`src/rtl/mux_arb_pkg.sv`:
```
// mux_arb_pkg: shared types, default sizes and the wrap-around priority search
// for the round-robin mux arbiter.
package mux_arb_pkg;

   typedef enum logic {IDLE, BUSY} state_t;

   localparam int N_REQ_DEF  = 4;
   localparam int DATA_W_DEF = 8;

   // First set bit of req[n-1:0] searching ptr, ptr+1, ..., n-1, 0, ..., ptr-1.
   function automatic logic [3:0] next_set(input logic [15:0] req, input logic [3:0] ptr, input int n);
      logic [4:0] idx;
      logic       found;
      next_set = '0;
      found    = 1'b0;
      for (int i = 0; i < 16; i++) begin
         idx = 5'(ptr) + 5'(i);
         if (idx >= 5'(n)) idx = idx - 5'(n);
         if (!found && i < n && req[idx[3:0]]) begin
            next_set = idx[3:0];
            found    = 1'b1;
         end
      end
   endfunction

endpackage

```
`src/rtl/mux_arbiter_mux.sv`:
```
// mux_n: N_REQ x DATA_W combinational lane select with a zero-output enable.
module mux_n
   import mux_arb_pkg::*;
#(
   parameter  int N_REQ  = N_REQ_DEF,
   parameter  int DATA_W = DATA_W_DEF,
   localparam int SEL_W  = $clog2(N_REQ)
) (
   input  logic [SEL_W-1:0]        sel,
   input  logic                    en,
   input  logic [N_REQ*DATA_W-1:0] in_data,
   output logic [DATA_W-1:0]       out
);

   logic [DATA_W-1:0] lane [N_REQ];

   for (genvar i = 0; i < N_REQ; i++) begin : g_lane
      assign lane[i] = in_data[i*DATA_W +: DATA_W];
   end

   assign out = en ? lane[sel] : '0;

endmodule

```
`src/rtl/mux_arbiter.sv`:
```
// mux_arbiter: round-robin owner arbitration for a shared N:1 data mux.
// Define MUX_ARB_TIMEOUT_EN to enable forced revoke after MAX_HOLD busy cycles.
module mux_arbiter
   import mux_arb_pkg::*;
#(
   parameter  int N_REQ    = N_REQ_DEF,
   parameter  int DATA_W   = DATA_W_DEF,
   parameter  int MAX_HOLD = 16,
   localparam int SEL_W    = $clog2(N_REQ)
) (
   input  logic                    clk,
   input  logic                    rst_n,
   input  logic [N_REQ-1:0]        req,
   input  logic [N_REQ*DATA_W-1:0] in_data,
   output logic [N_REQ-1:0]        gnt,
   output logic [SEL_W-1:0]        sel,
   output logic                    busy,
   output logic [DATA_W-1:0]       OUT,
   output logic                    revoke
);

   state_t            state_q, state_d;
   logic [N_REQ-1:0]  gnt_q, gnt_d;
   logic [SEL_W-1:0]  sel_q, sel_d, ptr_q, ptr_d, win;
   logic [15:0]       req_w;
   logic [3:0]        ptr_w;
   logic              force_rel, rel;

`ifdef MUX_ARB_TIMEOUT_EN
   localparam int CNT_W = $clog2(MAX_HOLD + 1);
   logic [CNT_W-1:0] cnt_q, cnt_d;
   logic             revoke_q, revoke_d;

   // Only revoke when someone else is actually waiting for the path.
   assign force_rel = (cnt_q == CNT_W'(MAX_HOLD - 1)) && |(req & ~gnt_q);

   always_comb begin
      cnt_d    = cnt_q;
      revoke_d = 1'b0;
      if (state_q == IDLE) cnt_d = '0;
      else if (rel) begin
         cnt_d    = '0;
         revoke_d = req[sel_q];
      end else if (cnt_q != CNT_W'(MAX_HOLD)) cnt_d = cnt_q + 1'b1;
   end

   always_ff @(posedge clk or negedge rst_n) begin
      if (!rst_n) begin
         cnt_q    <= '0;
         revoke_q <= 1'b0;
      end else begin
         cnt_q    <= cnt_d;
         revoke_q <= revoke_d;
      end
   end

   assign revoke = revoke_q;
`else
   assign force_rel = 1'b0;
   assign revoke    = (MAX_HOLD < 0);
`endif

   assign rel = !req[sel_q] || force_rel;

   always_comb begin
      req_w              = '0;
      req_w[N_REQ-1:0]   = req;
      ptr_w              = '0;
      ptr_w[SEL_W-1:0]   = ptr_q;
      win                = SEL_W'(next_set(req_w, ptr_w, N_REQ));
   end

   always_comb begin
      state_d = state_q;
      gnt_d   = gnt_q;
      sel_d   = sel_q;
      ptr_d   = ptr_q;
      if (state_q == IDLE) begin
         if (|req) begin
            state_d = BUSY;
            sel_d   = win;
            gnt_d   = N_REQ'(1) << win;
         end
      end else if (rel) begin
         // Releasing owner drops to lowest priority.
         state_d = IDLE;
         gnt_d   = '0;
         sel_d   = '0;
         ptr_d   = (sel_q == SEL_W'(N_REQ - 1)) ? '0 : sel_q + 1'b1;
      end
   end

   always_ff @(posedge clk or negedge rst_n) begin
      if (!rst_n) begin
         state_q <= IDLE;
         gnt_q   <= '0;
         sel_q   <= '0;
         ptr_q   <= '0;
      end else begin
         state_q <= state_d;
         gnt_q   <= gnt_d;
         sel_q   <= sel_d;
         ptr_q   <= ptr_d;
      end
   end

   assign gnt  = gnt_q;
   assign sel  = sel_q;
   assign busy = (state_q == BUSY);

   mux_n #(.N_REQ(N_REQ), .DATA_W(DATA_W)) u_mux (
      .sel     (sel_q),
      .en      (busy),
      .in_data (in_data),
      .out     (OUT)
   );

endmodule

```
`config.mk`:
```
export PLATFORM = sky130hd
export DESIGN_NAME = mux_arbiter
export DESIGN_NICKNAME = d
export VERILOG_FILES = /design/src/rtl/mux_arb_pkg.sv /design/src/rtl/mux_arbiter_mux.sv /design/src/rtl/mux_arbiter.sv
export SDC_FILE = /design/constraint.sdc
export NUM_CORES = 1
export LEC_CHECK = 0
export ABC_AREA = 1
export BUFFER_PORTS_ARGS = -buffer_cell sky130_fd_sc_hd__buf_2
export CAP_MARGIN = 20
export CORE_ASPECT_RATIO = 0.8
export CORE_MARGIN = 4
export CORE_UTILIZATION = 45
export DETAILED_ROUTE_END_ITERATION = 8
export GPL_ROUTABILITY_DRIVEN = 0
export PLACE_DENSITY_LB_ADDON = 0.3
export SYNTH_ARGS = -nofsm -noshare
export SYNTH_HDL_FRONTEND = slang
export SYNTH_SLANG_ARGS = --single-unit
```
`constraint.sdc`:
```
create_clock -name clk -period 2.5 [get_ports clk]
set_input_delay 0.5 -clock clk [delete_from_list [all_inputs] [get_ports clk]]
set_output_delay 0.5 -clock clk [all_outputs]
set_load 0.02 [all_outputs]
```
### Word-level counts from Yosys, hierarchy flattened

Cells that the tools add are included.

* latch bits: 0
* bits in writable memories: 0
* logic and storage cells: 72
* output and inout bits: 16
* bits in read-only memories: 0
* register bits after elaboration: 9
* memories kept: 0

* order comparisons: 10
* muxes and demuxes: 35
* shift-type cells: 1
* div/mod/pow operators: 0
* bitwise logic cells: 2
* $add $sub $neg: 8
* $mul: 0
* reduce and logical (&&, ||, !) cells: 10
* eq/ne operators: 2

Operator list (number)
* 4-bit two-way mux: 7
* 8-bit two-way mux: 3
* 4-bit by 5-bit less-than comparator with 1-bit output, second input constant: 4
* 1-bit binary-select mux with 4-bit select: 4
* 8-bit binary-select mux with 2-bit select: 1
* 2-bit two-way mux: 8
* 3-bit >= comparator, second input constant: 4
* 3-bit by 3-bit subtractor with 4-bit output, second input constant: 3
* 1-bit two-way mux: 11
* 2-bit by 2-bit adder with 3-bit output, second input constant: 2
* 2-bit AND reduction: 2
* 4-bit OR reduction: 1
* 1-bit by 2-bit left shift with 4-bit output, first input constant: 1
* 2-bit by 3-bit subtractor with 4-bit output, second input constant: 1
* 2-bit by 1-bit adder with 3-bit output, second input constant: 1
* 2-bit by 3-bit >= comparator with 1-bit output, second input constant: 1
* 1-bit logical AND: 3
* 1-bit zero test: 3
* 2-bit by 3-bit less-than comparator with 1-bit output, second input constant: 1
* 2-bit inverter with 3-bit output: 1
* 2-bit by 1-bit adder with 2-bit output, second input constant: 1
* 1-bit binary-select mux with 2-bit select: 1
* 2-bit equality test, second input constant: 1
* 2-bit inequality test, second input constant: 1
* 2 further kinds: 2

### Longest topological paths before layout

Gate-level depths: netlist of run 1.

* word-level depth: 17
* gate-level depth with buffers: 13

### Modules after synthesis

A second synthesis of run 1 with hierarchy kept.

* cells, all modules: 207
* area, all modules: 1174.9 µm²

By module, submodules not included
* mux_arbiter: instances 1, seq. area each 225.2 µm², area an instance 760.7 µm², cells an instance 112
* mux_n: instances 1, seq. area each 0.0 µm², area an instance 414.1 µm², cells an instance 95

### Least setup slack after synthesis of run 1

OpenSTA, ideal clock, no wires.

* path type: reg2out
* start point: reg sel_q[0], in the netlist sel[0]
* end point: out OUT[0]
* data required time: 2.000 ns
* arrival time: 1.475 ns
* slack: 0.525 ns
* stages on the path, launching flop included: 7
* cells stage by stage: dfrtp_1 buf_2 buf_2 nor2_1 nor2_1 o21ai_0 a21oi_1

* longest elaborated chain between the ends: 5

RTL lines
* start, declared: RTL line mux_arbiter.sv:24 `logic [SEL_W-1:0] sel_q, sel_d, ptr_q, ptr_d, win;`
* start signal, assigned: RTL line mux_arbiter.sv:102 `sel_q <= sel_d;`
* 2-bit inverter with 3-bit output (implied by the code): RTL line mux_arbiter_mux.sv:21 `assign out = en ? lane[sel] : '0;`
* 8-bit binary-select mux with 2-bit select: RTL line mux_arbiter_mux.sv:21
* 8-bit two-way mux (implied by the code) (2 in series): RTL line mux_arbiter_mux.sv:21
* 8-bit two-way mux: RTL line mux_arbiter_mux.sv:21
* end, declared: RTL line mux_arbiter.sv:18 `output logic [DATA_W-1:0] OUT,`

Every way passes these cells. The select of a mux whose other input is x is not followed.

### Final worst setup path of run 1

* start point: reg ptr_q[0]
* end point: reg gnt_q[2], in the netlist gnt[2]

* longest elaborated chain between the ends: 17
* elaborated cells between the ends (all ways): 39

RTL lines
* start, declared: RTL line mux_arbiter.sv:24
* start signal, assigned: RTL line mux_arbiter.sv:103 `ptr_q <= ptr_d;`
* branches (longest 13 deep; another with 3-bit by 3-bit subtractor with 4-bit output)
* 2-bit two-way mux *: RTL line mux_arb_pkg.sv:19 `if (!found && i < n && req[idx[3:0]]) begin`
* 1-bit by 2-bit left shift with 4-bit output *: RTL line mux_arbiter.sv:82 `gnt_d = N_REQ'(1) << win;`
* 4-bit two-way mux *: RTL line mux_arbiter.sv:79 `if (|req) begin`
* 4-bit two-way mux *: RTL line mux_arbiter.sv:78 `if (state_q == IDLE) begin`
* end signal, assigned: RTL line mux_arbiter.sv:101 `gnt_q <= gnt_d;`
* end, declared: RTL line mux_arbiter.sv:23 `logic [N_REQ-1:0] gnt_q, gnt_d;`

Mark *: on every way between the ends. The select of a mux whose other input is x is not followed.
A chain may end at the register's enable or synchronous reset.

==> results.cfg, run 1 <==
[status]
status = finished clean

[logic_synthesis]
synthCells = 172
yosys_warnings = 0
netlist_area_um2 = 1040
synth_top_cell_by_area = dfrtp_1
ys_types = 25
synth_nets = 215
synth_area_leaders = dfrtp_1, nor2_1, nand2_1, o21ai_0, nand3_2
yosysSeqAreaShare_pct = 21.7
syn_area_per_cell_um2 = 6.04
synth_top_area_share_pct = 21.7
synth-seq-cells = 9

[route]
firstDrtPassIters = 4
viasPerCell = 4.84
drtIter0Drc = 73
drc = 0
vias = 1209
wl_per_cell_um = 11.3
postRouteAntennaNets = 0
routed_wl_mm = 2.82

[floorplanning]
core_um2 = 2180
rows = 15
start_util_pct = 47.7
ios = 54
dieArea_um2 = 3150
fp.dieH_um = 51.0
die_w_um = 61.7

[sta]
rsz0062_at_grt = no
tns_ns = 0
period_share_pct = 85.2
timing.fmax_mhz = 469
finalSetupViolCount = 0
drv_slew = 0
finalClockSkew_ns = 0.00297
hold_viol = 0
fin_crit_ns = 2.13

[finish]
multi_input_area_um2 = 712
regArea_um2 = 225
final_cells = 250
area_growth_pct = 29.5
num_antenna_cells = 0
drive_above_1_share_pct = 36.0
nNetsFinal = 269
fill_cells = 226

[grt]
grt_max_degree = 19
grt_usage_pct = 18.6
gr-total-overflow = 0
grt_pass1_vias = 1034
antenna_found_initial = 0
grt_first_pass_wirelength_mm = 4.55

[clocking]
hold_buffers = 0
cts.sinks = 9
numCtsBuffers = 3
clock_latency_ns = 0.26
tritoncts = done
h-tree-depth = 1
clk_pin_slew_ns = 0.06
cts_root_buf = clkbuf_4
cts.repair.resized = 0
cts_buffer_depth = 2
postCtsSetupBuffers = 0

[worst_hold_path]
hp-class = in -> async

[power]
p_per_area_nw_per_um2 = 1390
power_leakage_uw = 0.000777
ir_worst_vdd_uv = 943

[critical_path]
critical_path_class = reg -> reg
critPathMaxFanout = 10
critPathRequiredTime_ns = 2.65
arrival_ns = 2.28
end_kind = flip-flop
critPathLaunchType = flip-flop
r2r_setup_slack_ns = 0.37

[placed_design]
numPortBuffers = 52
hpwl_mm = 2.26
place_inst = 246

[run]
cap_violations = 0
-- routing by layer --
metal	part of all wire, %	routed length [µm]	global-route usage [%]
met1	52	1450	29.1
met5	0	0	0
met3	8.5	241	3.79
met2	40	1130	26.1
met4	0	0	3.18
-- report_power, final --
part | total, µW | switching (µW) | internal (µW) | leakage, µW
Clock | 112 | 50.7 | 61.5 | 0.0000150
Sequential | 297 | 86.6 | 210 | 0.000113
Combinational | 1460 | 965 | 492 | 0.000649
Total | 1870 | 1100 | 764 | 0.000777
-- metrics by stage --
step                utilization (%)  setup slack [ns]  power (µW)  cell area (µm²)  hold WS, ns
floorplan                         -             0.525        1390             1040        0.204
global placement               60.6             0.473        1740             1320        0.360
detailed placement             60.6             0.422        1740             1320        0.363
CTS                            61.8             0.409        1860             1350       0.0738
global route                   61.8             0.165        2090             1350       0.0755
finish                         61.8             0.370        1870             1350       0.0769
-- synthesized netlist by cell type, drive strengths merged --
cell type and number:
buf 5, conb 1, nor4 1, o21bai 1, clkinv 1, clkbuf 1
a21oi 12, nor3 1, nand4 1, o21ai 21, nand3 16, o31ai 1
ha 5, nor2 42, nand2 37, dfrtp 9, inv 17
-- cell usage in the layout, fill, tap and decap left out --
cell type / instances
nor2_4: 1
nand2_1: 30
nand3_1: 8
nand2_2: 7
o21ai_1: 3
clkinv_1: 1
nand4_1: 1
dfrtp_1: 9
a21oi_1: 12
nor3_1: 1
nor2_2: 1
nand3_2: 8
clkbuf_4: 3
nor4_1: 1
nor2_1: 40
ha_1: 5
o21bai_1: 1
inv_1: 12
inv_2: 5
o31ai_1: 1
o21ai_0: 17
o21ai_2: 1
clkbuf_1: 1
buf_2: 52
conb_1: 1
buf_4: 3
-- cells by family (layout without fill, tap and decap cells) --
group           Yosys count  count (layout)  synth area share (%)
fa+ha+maj                 5               5                  6.02
flops                     9               9                  21.7
buf+inv                  24              77                  9.76
simple gates             98              98                  44.5
other cells               1               1                 0.361
compound gates           35              35                  17.7
-- layout make-up --
cell class                 count  area share (%)
sequential                     9            16.7
timing repair buffer          55            21.0
clock buffer                   4            1.95
inverter                      18            5.02
multi-input combinational    139            52.9
tap                           25            2.33
-- path summary, 6_finish.rpt --
path,startpoint,endpoint,depth (start not counted)
setup / recovery,ptr_q[0],gnt[2],13
hold / removal,rst_n,gnt[2],1
setup reg to reg,ptr_q[0],gnt[2],13
hold reg to reg,gnt[3],gnt[3],2
max in group asynchronous,rst_n,busy,1
min in group clk,gnt[3],gnt[3],2
-- registers in the layout (all words and copies together), names as in the netlist --
name / flops
gnt: 4
ptr_q: 2
sel: 2
busy: 1
-- worst max-delay path, cell delays in order (launching register included) --
cell and delay [ns]:
dfrtp_1 0.53, inv_2 0.16, ha_1 0.43, inv_1 0.11, nand3_2 0.10, nand2_1 0.06
nor2_2 0.14, nand2_1 0.07, nand2_1 0.07, nand3_2 0.08, nand2_2 0.11, inv_2 0.05
nand3_1 0.06, nand2_1 0.05
Power figures use the tool's default switching activity.
==> run 2, diff against run 1 <==
Settings changed: CORE_UTILIZATION 45 to 41.
Clock period 2.5 ns to 1.7 ns, I/O delays scaled along.
==> run 2 against run 1 <==
Effect of this change: critical path type is now reg -> out; the flow now finishes with violations (setup timing); clock power rose by 54%; critical path depth fell by 7; register-to-register slack got worse by 0.29 ns; flip-flop and latch count did not move; combinational power rose by 99%.
==> results.cfg, run 2 (synthesis gave the netlist of run 1 again) <==
[route]
postRouteAntennaNets = 0
viasPerCell = 4.87
drc = 0
firstDrtPassIters = 4
routed_wl_mm = 3.39
drtIter0Drc = 53
vias = 1340
wl_per_cell_um = 12.3

[clocking]
cts_root_buf = clkbuf_4
clk_pin_slew_ns = 0.07
tritoncts = done
h-tree-depth = 1
cts.sinks = 9
clock_latency_ns = 0.27
numCtsBuffers = 3
cts_buffer_depth = 2

[critical_path]
critPathLaunchType = flip-flop
worstPathCellList = buf_6, nor2_2, nor2_1, o21ai_2, a21oi_2, buf_4
critPathSlowestCell = dfrtp_2
r2r_end = sel[1]
arrival_ns = 1.45
end_kind = output port
r2r_setup_slack_ns = 0.08
reg2reg_depth = 9
critPathMaxFanout = 6
critPathRequiredTime_ns = 1.36
critical_path_class = reg -> out
critPathLaunch = sel[0]
r2r_start = sel[0]
slowest_delay_ns = 0.48

[placed_design]
hpwl_mm = 2.52
pre_cts_slack_ns = 0.0526
numPortBuffers = 52

[sta]
hold_viol = 0
finalSetupViolCount = 8
whs_ns = 0.442
period_share_pct = 105
tns_ns = -0.397
worst_slack_ns = -0.0878
timing.fmax_mhz = 559
rsz0062_at_grt = yes
finalClockSkew_ns = 0.00138
fin_crit_ns = 1.79
drv_slew = 0

[finish]
nNetsFinal = 283
num_antenna_cells = 0
area_growth_pct = 57.2
largest_reg_flops = 4
layout_commonest_cell = buf_2
final_cell_mix = buf_2, nor2_1, nand2_1, buf_4, o21ai_1
drive_above_1_share_pct = 51.9

[floorplanning]
fp.dieH_um = 53.0
dieArea_um2 = 3410
core_um2 = 2440
die_w_um = 64.3
start_util_pct = 42.5
ios = 54
rows = 16

[status]
status = complete, but fails checks
failed_checks = setup timing

[power]
ir_worst_vdd_uv = 1090
power_leakage_uw = 0.000857
p_per_area_nw_per_um2 = 2150

[grt]
grt_max_degree = 19
grt_first_pass_wirelength_mm = 5.44
antenna_found_initial = 0
gr-total-overflow = 0
grt_pass1_vias = 1242
grt_usage_pct = 20.7

[worst_hold_path]
hp-class = in -> async

[run]
cap_violations = 0
run 2: cell count changes in the layout (fill, tap and decap cells not counted), sizes merged:
| cell | previous run | this run |
|---|---|---|
| clkinvlp | 0 | 1 |
| buf | 55 | 68 |
| clkinv | 1 | 2 |
| dlygate4sd3 | 0 | 1 |
| clkbuf | 4 | 3 |
| inv | 17 | 16 |
run 2: layer usage:
metal	GRT usage, %	share of wire (%)
met1	26.3	47
met5	0	0
met3	5.94	6.0
met2	34.6	46
met4	5.61	1.0
run 2: cell type report:
cell class                      instances  area [µm²]
Inverter                               18        77.6
Sequential cell                         9         229
Clock inverter                          1        5.00
Clock buffer                            3        22.5
Tap cell                               36        45.0
Multi-Input combinational cell        139         806
Timing Repair Buffer                   69         448
Fill cell                             222         810
run 2: where the power goes:
part	internal, µW	switching, µW
logic	1190	1720
clock network	87.1	86.0
registers	317	104
total	1600	1910
run 2: worst max path at each step:
| stage | end | slack (ns) | cells past startpoint |
|---|---|---|---|
| 2_1_floorplan | gnt[2] | 0.02 | 13 |
| 3_3_place_gp | gnt[2] | 0.08 | 12 |
| 3_5_place_dp | gnt[2] | 0.05 | 13 |
| 4_1_cts | OUT[1] | -0.04 | 6 |
| 5_1_grt | OUT[6] | -0.18 | 6 |
| 6_report | OUT[6] | -0.09 | 6 |
run 2: metrics by stage:
stage / area, µm² / cells / util [%] / total power, µW
2_1_floorplan: 1080 / 172 / - / 2170
3_3_place_gp: 1420 / 262 / 57.9 / 2770
3_5_place_dp: 1420 / 262 / 57.9 / 2790
4_1_cts: 1550 / 273 / 63.3 / 3210
5_1_grt: 1630 / 275 / 66.9 / 3850
6_report: 1630 / 275 / 66.9 / 3500
run 2: worst max-delay path: cells and delay by family (launching register included):
family / cells / cell delay (ns)
flip-flops: 1 / 0.48
buffers and inverters: 2 / 0.32
AO/OA/AOI/OAI: 2 / 0.24
AND/OR/NAND/NOR: 2 / 0.14
run 2: what timing repair did:
| item | CTS | global route |
|---|---|---|
| hold buffers | 1 | 0 |
| endpoints found under the hold margin | 9 | 0 |
| resized for setup | 26 | 26 |
| endpoints found under the setup margin | 8 | 15 |
| buffers inserted | 4 | 2 |
| pin swaps | 7 | 12 |
| cloned | 2 | 0 |
